===== src/rtl/seg_pkg.sv =====
// Shared constants, FSM state type and small helpers for the seven-segment scan decoder.
package seg_pkg;

    localparam int SETTLE_CYC_DEF  = 4;
    localparam int TIMEOUT_CYC_DEF = 200_000;

    localparam logic [3:0] CODE_MINUS   = 4'd10;
    localparam logic [3:0] CODE_BLANK   = 4'd11;
    localparam logic [3:0] CODE_INVALID = 4'd15;

    // Active-low patterns on segments g..a.
    localparam logic [6:0] SEG_0     = 7'h40;
    localparam logic [6:0] SEG_1     = 7'h79;
    localparam logic [6:0] SEG_2     = 7'h24;
    localparam logic [6:0] SEG_3     = 7'h30;
    localparam logic [6:0] SEG_4     = 7'h19;
    localparam logic [6:0] SEG_5     = 7'h12;
    localparam logic [6:0] SEG_6     = 7'h02;
    localparam logic [6:0] SEG_7     = 7'h78;
    localparam logic [6:0] SEG_8     = 7'h00;
    localparam logic [6:0] SEG_9     = 7'h10;
    localparam logic [6:0] SEG_MINUS = 7'h3F;
    localparam logic [6:0] SEG_BLANK = 7'h7F;

    typedef enum logic [1:0] {
        IDLE = 2'd0,
        CONV = 2'd1,
        DONE = 2'd2
    } conv_state_t;

    function automatic logic [3:0] seg_decode(input logic [6:0] pat);
        logic [3:0] code;
        case (pat)
            SEG_0:     code = 4'd0;
            SEG_1:     code = 4'd1;
            SEG_2:     code = 4'd2;
            SEG_3:     code = 4'd3;
            SEG_4:     code = 4'd4;
            SEG_5:     code = 4'd5;
            SEG_6:     code = 4'd6;
            SEG_7:     code = 4'd7;
            SEG_8:     code = 4'd8;
            SEG_9:     code = 4'd9;
            SEG_MINUS: code = CODE_MINUS;
            SEG_BLANK: code = CODE_BLANK;
            default:   code = CODE_INVALID;
        endcase
        return code;
    endfunction

    function automatic logic is_onehot6(input logic [5:0] v);
        return (v != 6'd0) && ((v & (v - 6'd1)) == 6'd0);
    endfunction

    function automatic logic [2:0] onehot_index(input logic [5:0] v);
        logic [2:0] idx;
        idx = 3'd0;
        for (int i = 0; i < 6; i++) begin
            if (v[i]) idx = 3'(i);
        end
        return idx;
    endfunction

    // Minus, blank and invalid slots weigh nothing in the binary value.
    function automatic logic [3:0] code_digit(input logic [3:0] code);
        return (code <= 4'd9) ? code : 4'd0;
    endfunction

    function automatic logic has_code(input logic [23:0] codes, input logic [3:0] code);
        logic hit;
        hit = 1'b0;
        for (int i = 0; i < 6; i++) begin
            if (codes[4*i +: 4] == code) hit = 1'b1;
        end
        return hit;
    endfunction

endpackage


===== src/rtl/seg_bcd2bin.sv =====
// Six-slot decimal-to-binary converter: walks slot 5 down to slot 0 with acc = acc*10 + digit.
module seg_bcd2bin
    import seg_pkg::*;
(
    input  logic        sys_clk,
    input  logic        sys_rst_n,
    input  logic        start,
    input  logic [23:0] codes,
    output logic        done,
    output logic [19:0] value
);

    conv_state_t state_r;
    logic [23:0] codes_r;
    logic [2:0]  idx_r;
    logic [19:0] acc_r;
    logic [19:0] value_r;
    logic        done_r;
    logic [19:0] acc_next_s;

    // Next accumulator value for the slot currently addressed.
    always_comb begin
        acc_next_s = (acc_r * 20'd10) + {16'd0, code_digit(codes_r[{idx_r, 2'b00} +: 4])};
    end

    // Conversion FSM; done is high for the single DONE cycle.
    always_ff @(posedge sys_clk or negedge sys_rst_n) begin
        if (!sys_rst_n) begin
            state_r <= IDLE;
            codes_r <= 24'd0;
            idx_r   <= 3'd0;
            acc_r   <= 20'd0;
            value_r <= 20'd0;
            done_r  <= 1'b0;
        end else begin
            case (state_r)
                IDLE: begin
                    done_r <= 1'b0;
                    if (start) begin
                        codes_r <= codes;
                        acc_r   <= 20'd0;
                        idx_r   <= 3'd5;
                        state_r <= CONV;
                    end
                end
                CONV: begin
                    acc_r <= acc_next_s;
                    if (idx_r == 3'd0) begin
                        value_r <= acc_next_s;
                        done_r  <= 1'b1;
                        state_r <= DONE;
                    end else begin
                        idx_r <= idx_r - 3'd1;
                    end
                end
                DONE: begin
                    done_r  <= 1'b0;
                    state_r <= IDLE;
                end
                default: begin
                    done_r  <= 1'b0;
                    state_r <= IDLE;
                end
            endcase
        end
    end

    assign done  = done_r;
    assign value = value_r;

endmodule


===== src/rtl/seg_decoder.sv =====
// Multiplexed seven-segment display decoder: captures a six-digit scan and reports codes and value.
// Per-slot dot capture is built only when SEG_DEC_POINT_EN is defined.
module seg_decoder
    import seg_pkg::*;
#(
    parameter int SETTLE_CYC  = SETTLE_CYC_DEF,
    parameter int TIMEOUT_CYC = TIMEOUT_CYC_DEF
) (
    input  logic        sys_clk,
    input  logic        sys_rst_n,
    input  logic [5:0]  sel_in,
    input  logic [7:0]  seg_in,
    output logic [23:0] digits,
    output logic [5:0]  point,
    output logic        sign,
    output logic [19:0] data,
    output logic        frame_valid,
    output logic        err
);

    localparam int SW = $clog2(SETTLE_CYC + 1);
    localparam int TW = $clog2(TIMEOUT_CYC + 1);

    logic [5:0]    sel_r, sel_prev_r, mask_r;
    logic [6:0]    seg_r;
    logic          sel_chg_s, sample_s, tmo_fire_s, snap_req_s, pend_load_s;
    logic          smp_pend_r;
    logic [2:0]    smp_slot_r;
    logic [SW-1:0] settle_cnt_r;
    logic [TW-1:0] tmo_cnt_r;
    logic [23:0]   codes_r, pend_codes_r, conv_codes_r, start_codes_s;
    logic          snap_pend_r, busy_r, start_s, start_pend_s, conv_done_s;
    logic [19:0]   conv_value_s;
    logic [23:0]   digits_r;
    logic [19:0]   data_r;
    logic          sign_r, err_r, frame_valid_r;

    // Input registration; all detection below works on these copies.
    always_ff @(posedge sys_clk or negedge sys_rst_n) begin
        if (!sys_rst_n) begin
            sel_r      <= 6'd0;
            sel_prev_r <= 6'd0;
            seg_r      <= SEG_BLANK;
        end else begin
            sel_r      <= sel_in;
            sel_prev_r <= sel_r;
            seg_r      <= seg_in[6:0];
        end
    end

    assign sel_chg_s   = (sel_r != sel_prev_r) && is_onehot6(sel_r);
    assign tmo_fire_s  = !sel_chg_s && (tmo_cnt_r == TW'(TIMEOUT_CYC - 1));
    assign sample_s    = smp_pend_r && (settle_cnt_r == SW'(SETTLE_CYC)) && !sel_chg_s && !tmo_fire_s;
    assign snap_req_s  = (mask_r == 6'h3F);
    assign pend_load_s = snap_req_s && (busy_r || snap_pend_r);

    // Settle tracking: a new valid select restarts the count and abandons any pending sample.
    always_ff @(posedge sys_clk or negedge sys_rst_n) begin
        if (!sys_rst_n) begin
            smp_pend_r   <= 1'b0;
            smp_slot_r   <= 3'd0;
            settle_cnt_r <= SW'(0);
        end else if (sel_chg_s) begin
            smp_pend_r   <= 1'b1;
            smp_slot_r   <= onehot_index(sel_r);
            settle_cnt_r <= SW'(1);
        end else if (tmo_fire_s || sample_s) begin
            smp_pend_r <= 1'b0;
        end else if (smp_pend_r) begin
            settle_cnt_r <= settle_cnt_r + SW'(1);
        end
    end

    // Inactivity timer, saturating once it has fired.
    always_ff @(posedge sys_clk or negedge sys_rst_n) begin
        if (!sys_rst_n) begin
            tmo_cnt_r <= TW'(0);
        end else if (sel_chg_s) begin
            tmo_cnt_r <= TW'(0);
        end else if (tmo_cnt_r != TW'(TIMEOUT_CYC)) begin
            tmo_cnt_r <= tmo_cnt_r + TW'(1);
        end
    end

    // Slot capture; the mask clears on snapshot while a new sample may still land.
    always_ff @(posedge sys_clk or negedge sys_rst_n) begin
        if (!sys_rst_n) begin
            codes_r <= 24'hBBBBBB;
            mask_r  <= 6'd0;
        end else begin
            if (sample_s) codes_r[{smp_slot_r, 2'b00} +: 4] <= seg_decode(seg_r);
            if (tmo_fire_s) mask_r <= 6'd0;
            else mask_r <= (snap_req_s ? 6'd0 : mask_r) | (sample_s ? (6'd1 << smp_slot_r) : 6'd0);
        end
    end

    // A held frame always goes first so frames convert in arrival order.
    always_comb begin
        start_s       = 1'b0;
        start_pend_s  = 1'b0;
        start_codes_s = codes_r;
        if (!busy_r && snap_pend_r) begin
            start_s       = 1'b1;
            start_pend_s  = 1'b1;
            start_codes_s = pend_codes_r;
        end else if (!busy_r && snap_req_s) begin
            start_s = 1'b1;
        end else begin
            start_s = 1'b0;
        end
    end

    // One-deep holding register and converter occupancy.
    always_ff @(posedge sys_clk or negedge sys_rst_n) begin
        if (!sys_rst_n) begin
            pend_codes_r <= 24'hBBBBBB;
            snap_pend_r  <= 1'b0;
            conv_codes_r <= 24'hBBBBBB;
            busy_r       <= 1'b0;
        end else begin
            if (pend_load_s) begin
                pend_codes_r <= codes_r;
                snap_pend_r  <= 1'b1;
            end else if (start_pend_s) begin
                snap_pend_r <= 1'b0;
            end
            if (start_s) begin
                conv_codes_r <= start_codes_s;
                busy_r       <= 1'b1;
            end else if (conv_done_s) begin
                busy_r <= 1'b0;
            end
        end
    end

    seg_bcd2bin u_bcd2bin (
        .sys_clk   (sys_clk),
        .sys_rst_n (sys_rst_n),
        .start     (start_s),
        .codes     (start_codes_s),
        .done      (conv_done_s),
        .value     (conv_value_s)
    );

    // Output registers, loaded together with the frame_valid pulse.
    always_ff @(posedge sys_clk or negedge sys_rst_n) begin
        if (!sys_rst_n) begin
            digits_r      <= 24'hBBBBBB;
            data_r        <= 20'd0;
            sign_r        <= 1'b0;
            err_r         <= 1'b0;
            frame_valid_r <= 1'b0;
        end else if (conv_done_s) begin
            digits_r      <= conv_codes_r;
            data_r        <= conv_value_s;
            sign_r        <= has_code(conv_codes_r, CODE_MINUS);
            err_r         <= has_code(conv_codes_r, CODE_INVALID);
            frame_valid_r <= 1'b1;
        end else begin
            frame_valid_r <= 1'b0;
        end
    end

    assign digits      = digits_r;
    assign data        = data_r;
    assign sign        = sign_r;
    assign err         = err_r;
    assign frame_valid = frame_valid_r;

`ifdef SEG_DEC_POINT_EN
    logic       dot_r;
    logic [5:0] dots_r, pend_dots_r, conv_dots_r, point_r;

    // Dot path follows the same sample / hold / convert steps as the codes.
    always_ff @(posedge sys_clk or negedge sys_rst_n) begin
        if (!sys_rst_n) begin
            dot_r       <= 1'b0;
            dots_r      <= 6'd0;
            pend_dots_r <= 6'd0;
            conv_dots_r <= 6'd0;
            point_r     <= 6'd0;
        end else begin
            dot_r <= ~seg_in[7];
            if (sample_s) dots_r[smp_slot_r] <= dot_r;
            if (pend_load_s) pend_dots_r <= dots_r;
            if (start_s) conv_dots_r <= start_pend_s ? pend_dots_r : dots_r;
            if (conv_done_s) point_r <= conv_dots_r;
        end
    end

    assign point = point_r;
`else
    logic unused_dot_s;
    assign unused_dot_s = seg_in[7];
    assign point        = 6'd0;
`endif

endmodule


===== config.mk =====
export PLATFORM = sky130hd
export DESIGN_NAME = seg_decoder
export DESIGN_NICKNAME = d
export VERILOG_FILES = /design/src/rtl/seg_pkg.sv /design/src/rtl/seg_bcd2bin.sv /design/src/rtl/seg_decoder.sv
export SDC_FILE = /design/constraint.sdc
export NUM_CORES = 1
export LEC_CHECK = 0
export ABC_AREA = 1
export CORE_MARGIN = 2
export CORE_UTILIZATION = 40
export DETAILED_ROUTE_END_ITERATION = 8
export PLACE_DENSITY = 0.66
export SETUP_SLACK_MARGIN = 0.05
export SLEW_MARGIN = 20
export SYNTH_ARGS = -nofsm -noshare
export SYNTH_HDL_FRONTEND = slang
export SYNTH_HIERARCHICAL = 1
export SYNTH_SLANG_ARGS = --single-unit

===== constraint.sdc =====
create_clock -name sys_clk -period 4.4 [get_ports sys_clk]
set_input_delay 0.88 -clock sys_clk [delete_from_list [all_inputs] [get_ports sys_clk]]
set_output_delay 0.88 -clock sys_clk [all_outputs]
set_load 0.02 [all_outputs]

==> impl_metrics.env, run 1 <==
export IMPL_status="completed"
export IMPL_hold_viol=0
export IMPL_period_minus_slack_ps=3750
export IMPL_cts_sinks=240
export IMPL_grt_busiest_layer="met2"
export IMPL_regToRegSetupSlack_ps=650
export IMPL_grt_ovfl_total=0
export IMPL_power_density_nw_per_um2=370
export IMPL_portBuffers=61
export IMPL_drc=0
export IMPL_cts_hold_buf=0
export IMPL_placed_area_um2=13200
export IMPL_end_kind="flop"
export IMPL_power_clock_fraction_pct=41.1
export IMPL_ys_ff_latch=240
export IMPL_p_leak_nw=6.67
export IMPL_cp_required_ps=4820
export IMPL_yosysWarnings=6
export IMPL_cp_arrival_ps=4170
export IMPL_grt_max_degree=126
export IMPL_row_count=64
export IMPL_dieWidth_um=179
export IMPL_syn_area_per_cell_um2=8.02
export IMPL_area_growth_pct=14.9
export IMPL_synthesis_area_um2=12200
export IMPL_power_switching_mw=1.38
export IMPL_layout_drive_gt1_share_pct=11.5
export IMPL_start_util_pct=40.3
export IMPL_r2r_end="u_bcd2bin/value[19]"
export IMPL_ant_nets=0
export IMPL_num_antenna_cells=0
export IMPL_gp_congestion=0.884
export IMPL_postLayoutCellArea_um2=14100
export IMPL_met2_usage_pct=28.9
export IMPL_criticalPathCategory="reg2reg"
export IMPL_viasPerCell=4.91
export IMPL_fin_crit_sh_pct=85.2
export IMPL_instances_no_fill=2001
export IMPL_fmax_mhz=267
export IMPL_whs_ps=249
export IMPL_core_um2=30300
export IMPL_seqCellArea_um2=6100
export IMPL_tns_ps=0
export IMPL_maxSlewHeadroom_pct=44.2
export IMPL_hp_class="in2async"
export IMPL_grt_usage_pct=17.6
export IMPL_postRouteWirelength_um=27200
export IMPL_die_h_um=179
export IMPL_r2r_cells=22
export IMPL_dp_cells=1951
export IMPL_start_kind="flop"
export IMPL_ys_seq_area_share_pct=49.9
export IMPL_power_frac_seq_pct=47.9
export IMPL_cp_max_fo=15
export IMPL_ctsHtreeMaxLevel=1
export IMPL_dp_hpwl_um=19300
export IMPL_antenna_found_initial=0
export IMPL_final_cell_mix="nand2_1 (501), dfrtp_1 (161), inv_1 (160)"
export IMPL_ys_types=48
export IMPL_grt_pass1_vias=9500
export IMPL_fin_util_pct=46.3
export IMPL_ios=69
export IMPL_setup_viol=0
export IMPL_nNetsFinal=1648
export IMPL_skew_ps=27.4
export IMPL_netlist_instances=1527
export IMPL_use_met3_pct=2.06
export IMPL_dieArea_um2=32000
export IMPL_r2r_start="u_bcd2bin/idx_r[0]"
export IMPL_cap_violations=0
export IMPL_cts_buffer_depth=3
export IMPL_use_met1_pct=24.6
export IMPL_final_common_cell="nand2_1"
export IMPL_power_internal_mw=3.83
export IMPL_report_final_slew_viol_count=0
export IMPL_fillers=2981
export IMPL_numCtsBuffers=27
export IMPL_vias=9827
export IMPL_multiInputGateArea_um2=5290
export IMPL_power_switching_share_pct=26.4
export IMPL_drtIter0Drc=510
export IMPL_cts_tree="yes"
export IMPL_wl_per_cell_um=13.6
export IMPL_tightest_slew_ps=838
export IMPL_ir_drop_mv=0.379
export IMPL_cts_setup_buffers=0
export IMPL_ctsResizeCount=0
export IMPL_pwr_share_comb_pct=11.0
export IMPL_clk_pin_slew_ps=60
export IMPL_clk_latency_ps=560
export IMPL_grt_pass1_wl_um=46300
export IMPL_rsz0062_at_grt="false"
export IMPL_drt_first_pass_iters=5
export IMPL_cts_root_buf="clkbuf_16"
## Yosys cell counts (all sizes together)
cell / count / area share, %
nor3: 15 / 0.69
nor3b: 1 / 0.061
a21oi: 57 / 2.3
buf: 20 / 1.1
xnor2: 5 / 0.36
xor2: 9 / 0.64
or2: 3 / 0.15
o22ai: 5 / 0.26
nand3b: 2 / 0.12
a32oi: 1 / 0.072
nand4: 32 / 1.8
nand2: 516 / 16
o221a: 1 / 0.092
and3: 1 / 0.051
dfstp: 79 / 17
fa: 2 / 0.33
o21ai: 152 / 6.4
nor4: 6 / 0.36
clkbuf: 26 / 0.80
clkinv: 3 / 0.092
inv: 166 / 5.1
conb: 1 / 0.031
nor2: 136 / 4.8
nand3: 72 / 3.1
dfrtp: 161 / 33
ha: 46 / 4.7
o21bai: 2 / 0.15
o31ai: 1 / 0.061
a21boi: 1 / 0.061
o21a: 2 / 0.12
and2: 1 / 0.051
a211oi: 2 / 0.12
## area by class of cell
| class | instances | area share [%] |
|---|---|---|
| Inverter | 169 | 4.52 |
| Timing Repair Buffer | 69 | 4.89 |
| Tap cell | 396 | 3.52 |
| Clock inverter | 6 | 0.329 |
| Multi-Input combinational cell | 1077 | 37.6 |
| Clock buffer | 44 | 5.69 |
| Sequential cell | 240 | 43.4 |
## worst max path at each step
stage          cells after the start             endpoint               start
2_1_floorplan                     24  u_bcd2bin/value[19]  u_bcd2bin/idx_r[0]
3_3_place_gp                      22  u_bcd2bin/value[19]  u_bcd2bin/idx_r[0]
3_5_place_dp                      22  u_bcd2bin/value[19]  u_bcd2bin/idx_r[0]
4_1_cts                           22  u_bcd2bin/value[19]  u_bcd2bin/idx_r[0]
5_1_grt                           23  u_bcd2bin/value[19]  u_bcd2bin/idx_r[0]
6_report                          22  u_bcd2bin/value[19]  u_bcd2bin/idx_r[0]
## per-stage QoR
| step | setup WS [ps] | power [mW] |
|---|---|---|
| after floorplan | 1450 | 2.91 |
| after global placement | 744 | 3.08 |
| after detailed placement | 721 | 3.11 |
| after CTS | 676 | 5.27 |
| after global routing | 207 | 5.48 |
| final | 650 | 5.20 |
## power groups by stage
| stage | Sequential, mW | Combinational (mW) | Clock, mW |
|---|---|---|---|
| floorplan | 2.51 | 0.409 | 0 |
| global placement | 2.52 | 0.557 | 0 |
| detailed placement | 2.53 | 0.575 | 0 |
| CTS | 2.49 | 0.578 | 2.20 |
| global route | 2.52 | 0.672 | 2.29 |
| finish | 2.49 | 0.574 | 2.14 |
## registers in the layout, indices dropped and copies added (netlist names), 18 cells and up
register           flops
codes_r               24
digits                24
tmo_cnt_r             18
u_bcd2bin/codes_r     24
u_bcd2bin/acc_r       19
conv_codes_r          24
u_bcd2bin/value       20
pend_codes_r          24
data                  20
## cells by family after synthesis
logic type	count (synthesis)	share of synthesized area, %
and+or+nand+nor	785	27.3
DFF	240	49.9
AOI/OAI and AO/OA	224	9.67
buffers and inverters	215	7.09
adders and majority gates	48	5.03
xor gates and xnor gates	14	1.00
other	1	0.0306
## layer usage
layer / wire [µm] / vias up
met5: 0 / -
met4: 715 / 0
met3: 1010 / 51
met2: 12500 / 166
met1: 13000 / 4625
li1: - / 4985
## worst max-delay path: stages, from the launching register on
cell     delay [ps]
dfrtp_1         600
inv_1           290
or2_2           340
a32oi_1         250
inv_1           110
nor2_1          100
ha_1            170
inv_1            60
fa_1            400
inv_1            70
nand2_1          40
nand2_1          90
nand2_2          80
nor2_4          110
nand2_2          70
nor2_4          180
nand3_2         100
nor2_1           90
nand2_1         110
nor2_1          140
nand3_1          80
nand3_1          90
nand2_1          60
(Power assumes the default switching activity.)
==> run 2: changes to the inputs <==
--- a/config.mk
+++ b/config.mk
@@ -8,8 +8,8 @@
 export ABC_AREA = 1
 export CORE_MARGIN = 2
 export CORE_UTILIZATION = 40
+export CTS_CLUSTER_SIZE = 24
 export DETAILED_ROUTE_END_ITERATION = 8
-export PLACE_DENSITY = 0.66
 export SETUP_SLACK_MARGIN = 0.05
 export SLEW_MARGIN = 20
 export SYNTH_ARGS = -nofsm -noshare
==> impl_metrics.env, run 2 (same netlist as run 1, synthesis figures left out) <==
export IMPL_viasPerCell=4.88
export IMPL_fillers=3000
export IMPL_postRouteWirelength_um=27700
export IMPL_grt_max_degree=86
export IMPL_ctsResizeCount=0
export IMPL_power_density_nw_per_um2=373
export IMPL_end_kind="flop"
export IMPL_whs_ps=283
export IMPL_cts_sinks=240
export IMPL_fin_crit_sh_pct=84.8
export IMPL_dp_hpwl_um=19900
export IMPL_setup_viol=0
export IMPL_instances_no_fill=2002
export IMPL_core_um2=30300
export IMPL_cts_hold_buf=0
export IMPL_cp_required_ps=4820
export IMPL_clk_latency_ps=540
export IMPL_dieWidth_um=179
export IMPL_ctsHtreeMaxLevel=1
export IMPL_skew_ps=21.6
export IMPL_drc=0
export IMPL_fmax_mhz=268
export IMPL_cts_root_buf="clkbuf_16"
export IMPL_start_kind="flop"
export IMPL_grt_usage_pct=17.7
export IMPL_seqCellArea_um2=6100
export IMPL_status="completed"
export IMPL_clk_pin_slew_ps=60
export IMPL_drtIter0Drc=622
export IMPL_tns_ps=0
export IMPL_cts_tree="yes"
export IMPL_area_growth_pct=15.1
export IMPL_tightest_slew_ps=850
export IMPL_antenna_found_initial=0
export IMPL_start_util_pct=40.3
export IMPL_cp_max_fo=15
export IMPL_hp_class="in2async"
export IMPL_dieArea_um2=32000
export IMPL_regToRegSetupSlack_ps=670
export IMPL_grt_pass1_wl_um=46400
export IMPL_r2r_start="u_bcd2bin/idx_r[0]"
export IMPL_layout_drive_gt1_share_pct=11.7
export IMPL_period_minus_slack_ps=3730
export IMPL_grt_ovfl_total=0
export IMPL_vias=9761
export IMPL_rsz0062_at_grt="false"
export IMPL_numCtsBuffers=27
export IMPL_drt_first_pass_iters=4
export IMPL_report_final_slew_viol_count=0
export IMPL_hold_viol=0
export IMPL_final_cell_mix="nand2_1 (501), dfrtp_1 (161), inv_1 (160)"
export IMPL_cts_setup_buffers=0
export IMPL_cts_buffer_depth=3
export IMPL_row_count=64
export IMPL_maxSlewHeadroom_pct=43.4
export IMPL_final_common_cell="nand2_1"
export IMPL_dp_cells=1952
export IMPL_p_leak_nw=6.69
export IMPL_num_antenna_cells=0
export IMPL_wl_per_cell_um=13.8
export IMPL_ios=69
export IMPL_cap_violations=0
export IMPL_gp_congestion=0.896
export IMPL_ant_nets=0
export IMPL_cp_arrival_ps=4150
export IMPL_nNetsFinal=1649
export IMPL_portBuffers=61
export IMPL_grt_pass1_vias=9298
export IMPL_criticalPathCategory="reg2reg"
export IMPL_die_h_um=179
export IMPL_crit_start="u_bcd2bin/idx_r[0]"
export IMPL_multiInputGateArea_um2=5290
export IMPL_ir_drop_mv=0.325
==> run 2: changes by cell type in the layout (fill, tap and decap cells not counted), sizes merged <==
cell,before,now
clkinvlp,1,2
bufinv,0,1
inv,168,167
clkinv,6,8
buf,9,10
clkbuf,44,41
==> run 2: worst paths after layout <==
path                                             to  depth (start not counted)
worst max-delay path            u_bcd2bin/value[19]                         22
worst min-delay path                     digits[14]                          1
worst max register to register  u_bcd2bin/value[19]                         22
worst min register to register              data[5]                          2
max in group asynchronous                  data[12]                          2
min in group sys_clk                        data[5]                          2
==> run 2: area by class of cell <==
type                       instances  share of cell area, %
multi-input combinational       1077                   37.6
clock inverter                     9                  0.559
clock buffer                      41                   5.59
sequential                       240                   43.3
tap                              396                   3.52
inverter                         169                   4.51
timing repair buffer              70                   4.94
==> run 2: power breakdown <==
part	internal (mW)	switching [mW]	total [mW]
logic	0.187	0.391	0.577
clock network	1.29	0.892	2.18
registers	2.40	0.0928	2.49
total	3.88	1.38	5.25
==> run 2: per-layer routing <==
layer  GRT usage (%)  part of all wire [%]  vias to the layer above  routed length [µm]
li1                -                     -                     4991                   -
met1            25.1                    49                     4569               13500
met2            28.8                    45                      158               12500
met3            2.16                   3.5                       43                 968
met4            4.81                   2.5                        0                 701
met5               0                     0                        -                   0
==> run 2: metrics by stage <==
step | setup WS (ps) | power [mW] | instance area (µm²) | util, %
6_report | 669 | 5.25 | 14100 | 46.4
4_1_cts | 690 | 5.34 | 14100 | 46.4
3_5_place_dp | 709 | 3.11 | 13200 | 43.6
2_1_floorplan | 1450 | 2.91 | 12300 | -
3_3_place_gp | 750 | 3.09 | 13200 | 43.6
5_1_grt | 301 | 5.53 | 14100 | 46.4
==> run 2: worst max-delay path, stage by stage (launching register included) <==
cell	delay [ps]
dfrtp_1	590
inv_1	290
or2_2	340
a32oi_1	260
inv_1	110
nor2_1	100
ha_1	170
inv_1	60
fa_1	400
inv_1	70
nand2_1	40
nand2_1	100
nand2_2	80
nor2_4	100
nand2_2	70
nor2_4	180
nand3_2	90
nor2_1	90
nand2_1	100
nor2_1	140
nand3_1	90
nand3_1	80
nand2_1	50
